File: src/rtl/irq_pkg.sv
// irq_pkg: shared types and helpers for the interrupt coalescing controller.
// Used by irq_coalesce_ctrl and, when IRQ_CAUSE_EN is defined, irq_prio_enc.
package irq_pkg;

  typedef enum logic [1:0] {
    IDLE  = 2'd0,
    ARMED = 2'd1,
    FIRE  = 2'd2
  } irq_state_e;

  localparam int IRQ_MAX_NUM = 32;

  // irq_id width; never zero so a single-source build still has a legal port.
  function automatic int irq_id_w(input int n);
    return (n <= 1) ? 1 : $clog2(n);
  endfunction

endpackage

File: src/rtl/irq_prio_enc.sv
// irq_prio_enc: lowest-index-wins priority encoder; returns 0 when nothing is requested.
// Only instantiated when IRQ_CAUSE_EN is defined.
module irq_prio_enc
  import irq_pkg::*;
#(
  parameter int N = 8
) (
  input  logic [N-1:0]             i_req,
  output logic [irq_id_w(N)-1:0]   o_idx
);

  localparam int W = irq_id_w(N);

  // Scan from the top so the lowest set index is the last assignment.
  always_comb begin
    o_idx = '0;
    for (int i = N - 1; i >= 0; i--) begin
      if (i_req[i]) o_idx = W'(i);
    end
  end

endmodule

File: src/rtl/irq_coalesce_ctrl.sv
// irq_coalesce_ctrl: sticky W1C interrupt status with edge/level capture and coalescing FSM.
// Define IRQ_CAUSE_EN to add the registered irq_id output (lowest pending enabled source).
module irq_coalesce_ctrl
  import irq_pkg::*;
#(
  parameter int NUM   = 8,
  parameter int CNT_W = 8,
  parameter int TMR_W = 16
) (
  input  logic                      clk,
  input  logic                      rst_n,
  input  logic [NUM-1:0]            event_in,
  input  logic [NUM-1:0]            mode_level,
  input  logic [NUM-1:0]            enable,
  input  logic [NUM-1:0]            w1c,
  input  logic [CNT_W-1:0]          coal_thresh,
  input  logic [TMR_W-1:0]          coal_timeout,
  output logic [NUM-1:0]            status,
  output logic [CNT_W-1:0]          evt_count,
`ifdef IRQ_CAUSE_EN
  output logic [irq_id_w(NUM)-1:0]  irq_id,
`endif
  output logic                      irq
);

  logic [NUM-1:0]   r_event_d;
  logic [NUM-1:0]   r_status;
  logic [CNT_W-1:0] r_count;
  logic [TMR_W-1:0] r_timer;
  irq_state_e       r_state;
  logic             r_irq;

  logic [NUM-1:0]   w_set;
  logic [NUM-1:0]   w_masked;
  logic             w_new_evt;
  logic             w_count_inc;
  logic             w_timeout_hit;
  logic             w_fire;

  assign w_set       = (mode_level & event_in) | (~mode_level & event_in & ~r_event_d);
  assign w_masked    = r_status & enable;
  // Only the first set of an enabled bit counts; re-hits on a pending bit are ignored.
  assign w_new_evt   = |(w_set & enable & ~r_status);
  assign w_count_inc = w_new_evt && !(&r_count);

  assign w_timeout_hit = (coal_timeout != '0) && (r_timer >= (coal_timeout - TMR_W'(1)));
  assign w_fire        = (r_count >= coal_thresh) || w_timeout_hit;

  always_ff @(posedge clk or negedge rst_n) begin
    if (!rst_n) begin
      r_event_d <= '0;
      r_status  <= '0;
    end else begin
      r_event_d <= event_in;
      r_status  <= w_set | (r_status & ~w1c);
    end
  end

  always_ff @(posedge clk or negedge rst_n) begin
    if (!rst_n) begin
      r_state <= IDLE;
      r_irq   <= 1'b0;
      r_count <= '0;
      r_timer <= '0;
    end else begin
      if (w_count_inc) r_count <= r_count + CNT_W'(1);
      case (r_state)
        IDLE: begin
          r_timer <= '0;
          if (w_masked != '0) begin
            if (coal_thresh <= CNT_W'(1)) begin
              r_state <= FIRE;
              r_irq   <= 1'b1;
            end else begin
              r_state <= ARMED;
            end
          end
        end
        ARMED: begin
          if (!(&r_timer)) r_timer <= r_timer + TMR_W'(1);
          // Losing every enabled pending bit takes priority over firing.
          if (w_masked == '0) begin
            r_state <= IDLE;
            r_count <= '0;
            r_timer <= '0;
          end else if (w_fire) begin
            r_state <= FIRE;
            r_irq   <= 1'b1;
            r_timer <= '0;
          end
        end
        FIRE: begin
          r_timer <= '0;
          if (w_masked == '0) begin
            r_state <= IDLE;
            r_irq   <= 1'b0;
            r_count <= '0;
          end
        end
        default: begin
          r_state <= IDLE;
          r_irq   <= 1'b0;
          r_count <= '0;
          r_timer <= '0;
        end
      endcase
    end
  end

  assign status    = r_status;
  assign evt_count = r_count;
  assign irq       = r_irq;

`ifdef IRQ_CAUSE_EN
  logic [irq_id_w(NUM)-1:0] w_idx;
  logic [irq_id_w(NUM)-1:0] r_irq_id;

  irq_prio_enc #(.N(NUM)) u_prio_enc (
    .i_req (w_masked),
    .o_idx (w_idx)
  );

  always_ff @(posedge clk or negedge rst_n) begin
    if (!rst_n) r_irq_id <= '0;
    else        r_irq_id <= w_idx;
  end

  assign irq_id = r_irq_id;
`endif

endmodule

File: config.mk
export PLATFORM = sky130hd
export DESIGN_NAME = irq_coalesce_ctrl
export DESIGN_NICKNAME = d
export VERILOG_FILES = /design/src/rtl/irq_pkg.sv /design/src/rtl/irq_prio_enc.sv /design/src/rtl/irq_coalesce_ctrl.sv
export SDC_FILE = /design/constraint.sdc
export NUM_CORES = 1
export LEC_CHECK = 0
export BUFFER_PORTS_ARGS = -buffer_cell sky130_fd_sc_hd__buf_2
export CAP_MARGIN = 20
export CORE_MARGIN = 2
export CORE_UTILIZATION = 55
export CTS_BUF_LIST = sky130_fd_sc_hd__clkbuf_4
export DETAILED_ROUTE_END_ITERATION = 8
export PLACE_DENSITY = 0.82
export SLEW_MARGIN = 20
export SYNTH_ARGS = -nofsm -noshare
export SYNTH_HDL_FRONTEND = slang
export SYNTH_SLANG_ARGS = --single-unit
File: constraint.sdc
create_clock -name clk -period 2.9 [get_ports clk]
set_clock_uncertainty 0.05 [all_clocks]
set_input_delay 0.29 -clock clk [delete_from_list [all_inputs] [get_ports clk]]
set_output_delay 0.29 -clock clk [all_outputs]
set_load 0.1 [all_outputs]
Word level (Yosys, flattened, before mapping)

Cells that the tools add are included.

Flip-flop bits (word level): 43
Bits of input ports: 58
Logic and storage cells: 67

Bitwise gates (word level): 13
Equal/unequal tests: 9
Add/subtract/negate cells: 3
Reduce and logical (&&, ||, !) cells: 14
Order comparisons: 3
Mux-type cells: 19

Operator list:

| cell                                                            | count |
|---|---|
| 2-to-1 mux 16 bit                                               | 4 |
| bitwise AND 8 bit                                               | 7 |
| NOT 8 bit                                                       | 4 |
| adder 16 x 1 -> 16 bit (second input constant)                  | 1 |
| >= comparator 16 bit                                            | 1 |
| 2-to-1 mux 8 bit                                                | 2 |
| OR 8 bit                                                        | 2 |
| case mux 8 bit (2 select lines)                                 | 1 |
| AND reduction 16 bit                                            | 1 |
| nonzero test 16 bit                                             | 1 |
| subtractor 16 x 1 -> 16 bit (second input constant)             | 1 |
| 2-to-1 mux 2 bit                                                | 5 |
| inequality test 2 bit (second input constant)                   | 5 |
| adder 8 x 1 -> 8 bit (second input constant)                    | 1 |
| >= comparator 8 bit                                             | 1 |
| less-or-equal comparator 8 x 1 -> 1 bit (second input constant) | 1 |
| logical NOT 8 bit                                               | 1 |
| AND reduction 8 bit                                             | 1 |
| nonzero test 8 bit                                              | 1 |
| OR reduction 8 bit                                              | 1 |
| case mux 2 bit (3 select lines)                                 | 1 |
| 2-to-1 mux 1 bit                                                | 5 |
| AND reduction 5 bit                                             | 1 |
| inequality test 4 bit (second input constant)                   | 1 |
| other kinds (10)                                                | 11 |

Longest topological paths before layout

Word-level depth: 11
Depth in mapped cells: 13
Gate-level depth less buffers: 12

Least setup slack after synthesis

No wires, ideal clock.

Path kind: input port to flip-flop
Start point: input port coal_timeout[4]
End point: register r_timer[4]
Data arrival time: 2.790 ns
Data required time: 2.779 ns
Stages on the path: 13
Path slack: -0.011 ns
Cells stage by stage: nor4_1 > nand2b_1 > nor3_1 > or2b_1 > nor3_1 > xnor2_1 > ha_1 > nand3_1 > a21boi_0 > a2111o_1 > a21o_2 > buf_6 > nor2_1

Longest elaborated chain between the ends: 7
Elaborated cells between the ends (all ways): 9
Classes of those cells: 1 x add/sub; 1 x order compare; 1 x eq/ne; 3 x mux; 3 x reduce/logical

RTL lines:

| item                        | RTL line                | text |
|---|---|---|
| start, declared             | irq_coalesce_ctrl.sv:17 | `input logic [TMR_W-1:0] coal_timeout,` |
| subtractor 16 x 1 -> 16 bit | irq_coalesce_ctrl.sv:46 | `assign w_timeout_hit = (coal_timeout != '0) && (r_timer >= (coal_timeout - TMR_W'(1)));` |
| >= comparator 16 bit        | irq_coalesce_ctrl.sv:46 |  |
| logical AND 1 bit *         | irq_coalesce_ctrl.sv:46 |  |
| logical OR 1 bit *          | irq_coalesce_ctrl.sv:47 | `assign w_fire = (r_count >= coal_thresh) \|\| w_timeout_hit;` |
| 2-to-1 mux 16 bit           | irq_coalesce_ctrl.sv:86 | `end else if (w_fire) begin` |
| 2-to-1 mux 16 bit           | irq_coalesce_ctrl.sv:82 | `if (w_masked == '0) begin` |
| 2-to-1 mux 16 bit           | irq_coalesce_ctrl.sv:67 | `case (r_state)` |
| end signal, assigned        | irq_coalesce_ctrl.sv:80 | `if (!(&r_timer)) r_timer <= r_timer + TMR_W'(1);` |
| end, declared               | irq_coalesce_ctrl.sv:29 | `logic [TMR_W-1:0] r_timer;` |

Every way passes the cells marked *; elsewhere a longest branch is shown, timed or not.
A chain may end at the register's enable or synchronous reset.

Worst setup path in the final report

Start point: input port coal_timeout[4]
End point: register r_state[0]

Longest elaborated chain between the ends: 6
Elaborated cells between the ends (all ways): 7
Classes of those cells: 1 x add/sub; 1 x order compare; 1 x eq/ne; 4 x reduce/logical

RTL lines:

| item                              | RTL line                | text |
|---|---|---|
| subtractor 16 x 1 -> 16 bit       | irq_coalesce_ctrl.sv:46 |  |
| >= comparator 16 bit              | irq_coalesce_ctrl.sv:46 |  |
| logical AND 1 bit *               | irq_coalesce_ctrl.sv:46 |  |
| logical OR 1 bit *                | irq_coalesce_ctrl.sv:47 |  |
| inequality test 3 bit (no line) * | n/a                     |  |
| AND reduction 3 bit (no line) *   | n/a                     |  |
| end signal, assigned              | irq_coalesce_ctrl.sv:61 | `r_state <= IDLE;` |
| end signal, assigned              | irq_coalesce_ctrl.sv:72 | `r_state <= FIRE;` |
| end signal, assigned              | irq_coalesce_ctrl.sv:75 | `r_state <= ARMED;` |
| end, declared                     | irq_coalesce_ctrl.sv:30 | `irq_state_e r_state;` |

Marks and branches as above.

==> results.ini <==
[floorplanning]
initial_core_util_pct=57.69
floorplan.die.width_um=77.66
floorplan.die_area_sq_mm=0.006031
io_pins=75
fp.dieH_um=77.66
num_rows=26
design.core.area_sq_mm=0.005172

[pwr]
swShare_pct=43.17
clockPowerShare_pct=16.1
seqPwrFrac_pct=39.0
power.share.combinational_pct=44.9
cell_internal_pwr_uw=1050
power_uw=1848
worst_voltage_drop_across_the_vdd_grid_mv=0.3585
p_switching_uw=797.8
power.density_mw_per_mm2=504.5
leakagePower_uw=0.001801

[clock_network]
clkLatencyLatePin_ns=0.35
clk_path_buf_depth=2
clock-sinks=43
tritoncts.num_buffers=5
clock-root-buffer=clkbuf_4
cts_tree=done
clkTransAtPathRegs_ns=0.13
post_cts_buffers=0
cts_htree_levels=2

[hold_path]
hold_class=in2async

[route]
detailroute.wirelength.met2_um=3213
routed.top_layer=met4
wl_um=6607
m1WireLength_um=3088
detail_route.vias_per_cell=5.476
starting_drc_count_in_detailed_routing=109
post_drt_wl_per_cell_um=13.62
dr_wl_met3_um=233
drc_viols=0
drt.antenna.violating_nets=0
first_pass_iters=4
via_count=2656

[logic_synthesis]
synth_cell_types=43
synthDominantCellAreaShare_pct=36.06
synth_edf_count=0
avgSynthCellArea_sq_um=9.384
synth_sequential_area_ratio_pct=36.06
synth_ff_type=dfrtp_1
mappedNetlistNets=408
yosys_register_bits=43
synthTopCellsByArea=dfrtp_1 36%, ha_1 13%, xnor2_1 5.6%
area_leader_netlist=dfrtp_1
synthCells=318
yosysWarningCount=0
synthArstFlopShare_pct=100.0
synth_area_sq_mm=0.002984

[critical_path]
timing.critical_path.required_ns=3.13
setup.worst_path.class=in2reg
max_stage_delay_cell_worst_path=a2111o_1
cpLargestDelayFamily=simple AND/OR/NAND/NOR gates
worst_setup_path_start_kind=input pin
cp_cell_sequence=buf_2 > nor4_2 > nand2b_1 > nor3_2 > nand3_1 > nor4_2 > xnor2_1 > ha_1 > a21oi_1 > a21boi_0 > a2111o_1 > a31oi_1 > mux2i_1
crit_arrival_ns=2.96
critPathCaptureType=flip-flop
worstPathBufferInverterCount=1
critical_path.max_fanout=3
critPathMostFrequentCell=nor4_2
critPathMaxStageDelay_ns=0.43

[placed_design]
place.detailed.hpwl_um=5116
finalWeightedCongestion=0.9561
placed_cells=471
buffer_ports.inserted=74

[final_layout]
sequential_cell_area_sq_mm=0.001076
area_of_the_multi_input_gates_sq_mm=0.001839
post-route-util_pct=70.83
finalNetCount=504
synthToLayoutAreaGrowth_pct=22.77
final_layout_size_suffix_gt1_share_pct=25.06
layout_fillers=414
finish.cell_count_without_fillers=485
insertedDiodeCount=0

[sta]
final_max_slew_viol_count=0
finalSetupViolations=0
timing.fmax_mhz=367.2
worst_pin_slew_ns=0.9325
hold_ws_ns=0.009917
hold_viol=0
post-route-min-period_ns=2.723
worst_slew_margin_rel_pct=37.84
final.period_utilization_pct=93.91

[outcome]
run_status=complete, no violations

[global_routing]
grt_use_total_pct=23.43
via_count_of_the_first_global_routing_pass=2672
grt_start_max_net_pins=44
total_overflow_reported_by_the_global_router=0
grt_antenna_before_repair=0
global_route_wire_length_before_repair_um=11460

[run]
max_cap_violations=0

==> through the flow <==
| stage | area [sq um] | setup slack (ns) | TNS (ns) |
|---|---|---|---|
| 6_report | 3664 | 0.1766 | 0 |
| 5_1_grt | 3664 | -0.02916 | -0.03520 |
| 4_1_cts | 3602 | 0.05794 | 0 |
| 3_5_place_dp | 3515 | -0.3185 | -4.324 |
| 3_3_place_gp | 3515 | -0.2310 | -2.911 |
| 2_1_floorplan | 2989 | 0.04315 | 0 |
==> state kept, by name, summed over array words and instances (netlist names) <==
register / cells
r_event_d: 8
status: 8
r_timer: 16
irq: 1
r_state: 2
evt_count: 8
==> final timing paths <==
kind,startpoint,to,slack (ns),depth (start not counted)
max,coal_timeout[4],r_state[0],0.18,13
min,rst_n,r_event_d[4],0.01,1
max reg2reg,r_timer[0],r_state[0],0.45,8
min reg2reg,status[1],status[1],0.52,1
max in group asynchronous,rst_n,r_timer[8],2.21,1
min in group clk,event_in[3],r_event_d[3],0.02,1
==> worst register-to-register path, cell delays in order (launching register included) <==
cell and delay (ns):
dfrtp_1 0.42, inv_1 0.11, ha_1 0.24, nand2b_4 0.15
a2111oi_4 0.33, o21ai_1 0.14, a2111o_1 0.47, a31oi_1 0.26
mux2i_1 0.22
==> power by group through the flow <==
stage	Clock [uW]	Combinational (uW)	Sequential, uW
2_1_floorplan	0	422	941
3_3_place_gp	0	801	731
3_5_place_dp	0	818	732
4_1_cts	311	824	721
5_1_grt	332	922	735
6_report	297	830	721
==> placed cells by master, fill, tap and decap left out, types with 12 or more instances in the layout <==
cell	instances
nor2_1	30
nand3_1	12
ha_1	32
nand2b_1	12
inv_1	24
buf_2	74
xnor2_1	19
dfrtp_1	43
nand2_1	13
==> cell type report <==
class | instances | share of cell area, %
clock buffers | 6 | 1.230
clock inverters | 2 | 0.3415
inverters | 24 | 2.459
multi-input cells | 249 | 50.20
flip-flops and latches | 43 | 29.37
well taps | 70 | 2.391
repair buffers | 91 | 14.00
==> what timing repair did <==
action | 4_1_cts | 5_1_grt
resized for setup | 0 | 6
setup endpoints to repair | 0 | 18
hold buffers | 3 | 3
hold endpoints to repair | 3 | 3
==> per-layer routing <==
layer / vias to the layer above / GRT usage [%]
li1: 1346 / -
met1: 1242 / 31.12
met2: 61 / 40.17
met3: 7 / 2.558
met4: 0 / 7.143
met5: - / 0
==> synth_stat cells (8+ instances only) <==
library cell and number:
dfrtp_1 43, ha_1 32, nor2_1 30, inv_1 24, xnor2_1 19, nand2_1 13, nand2b_1 12, nand3_1 12
a21oi_1 11, nand4_1 11, xor2_1 11, o21ai_0 10, nor3_1 9, a22o_1 8, and3_1 8, nand4b_1 8
==> logic make-up (layout without fill, tap and decap cells) <==
kind of cell,count (synthesis),count (layout),share of synthesized area [%]
fa+ha+maj,32,32,13.42
buf+inv,26,123,3.522
mux,4,4,1.342
flops,43,43,36.06
xor+xnor,30,30,8.805
simple gates,125,125,23.02
compound gates,58,58,13.84
(Power assumes the default switching activity.)
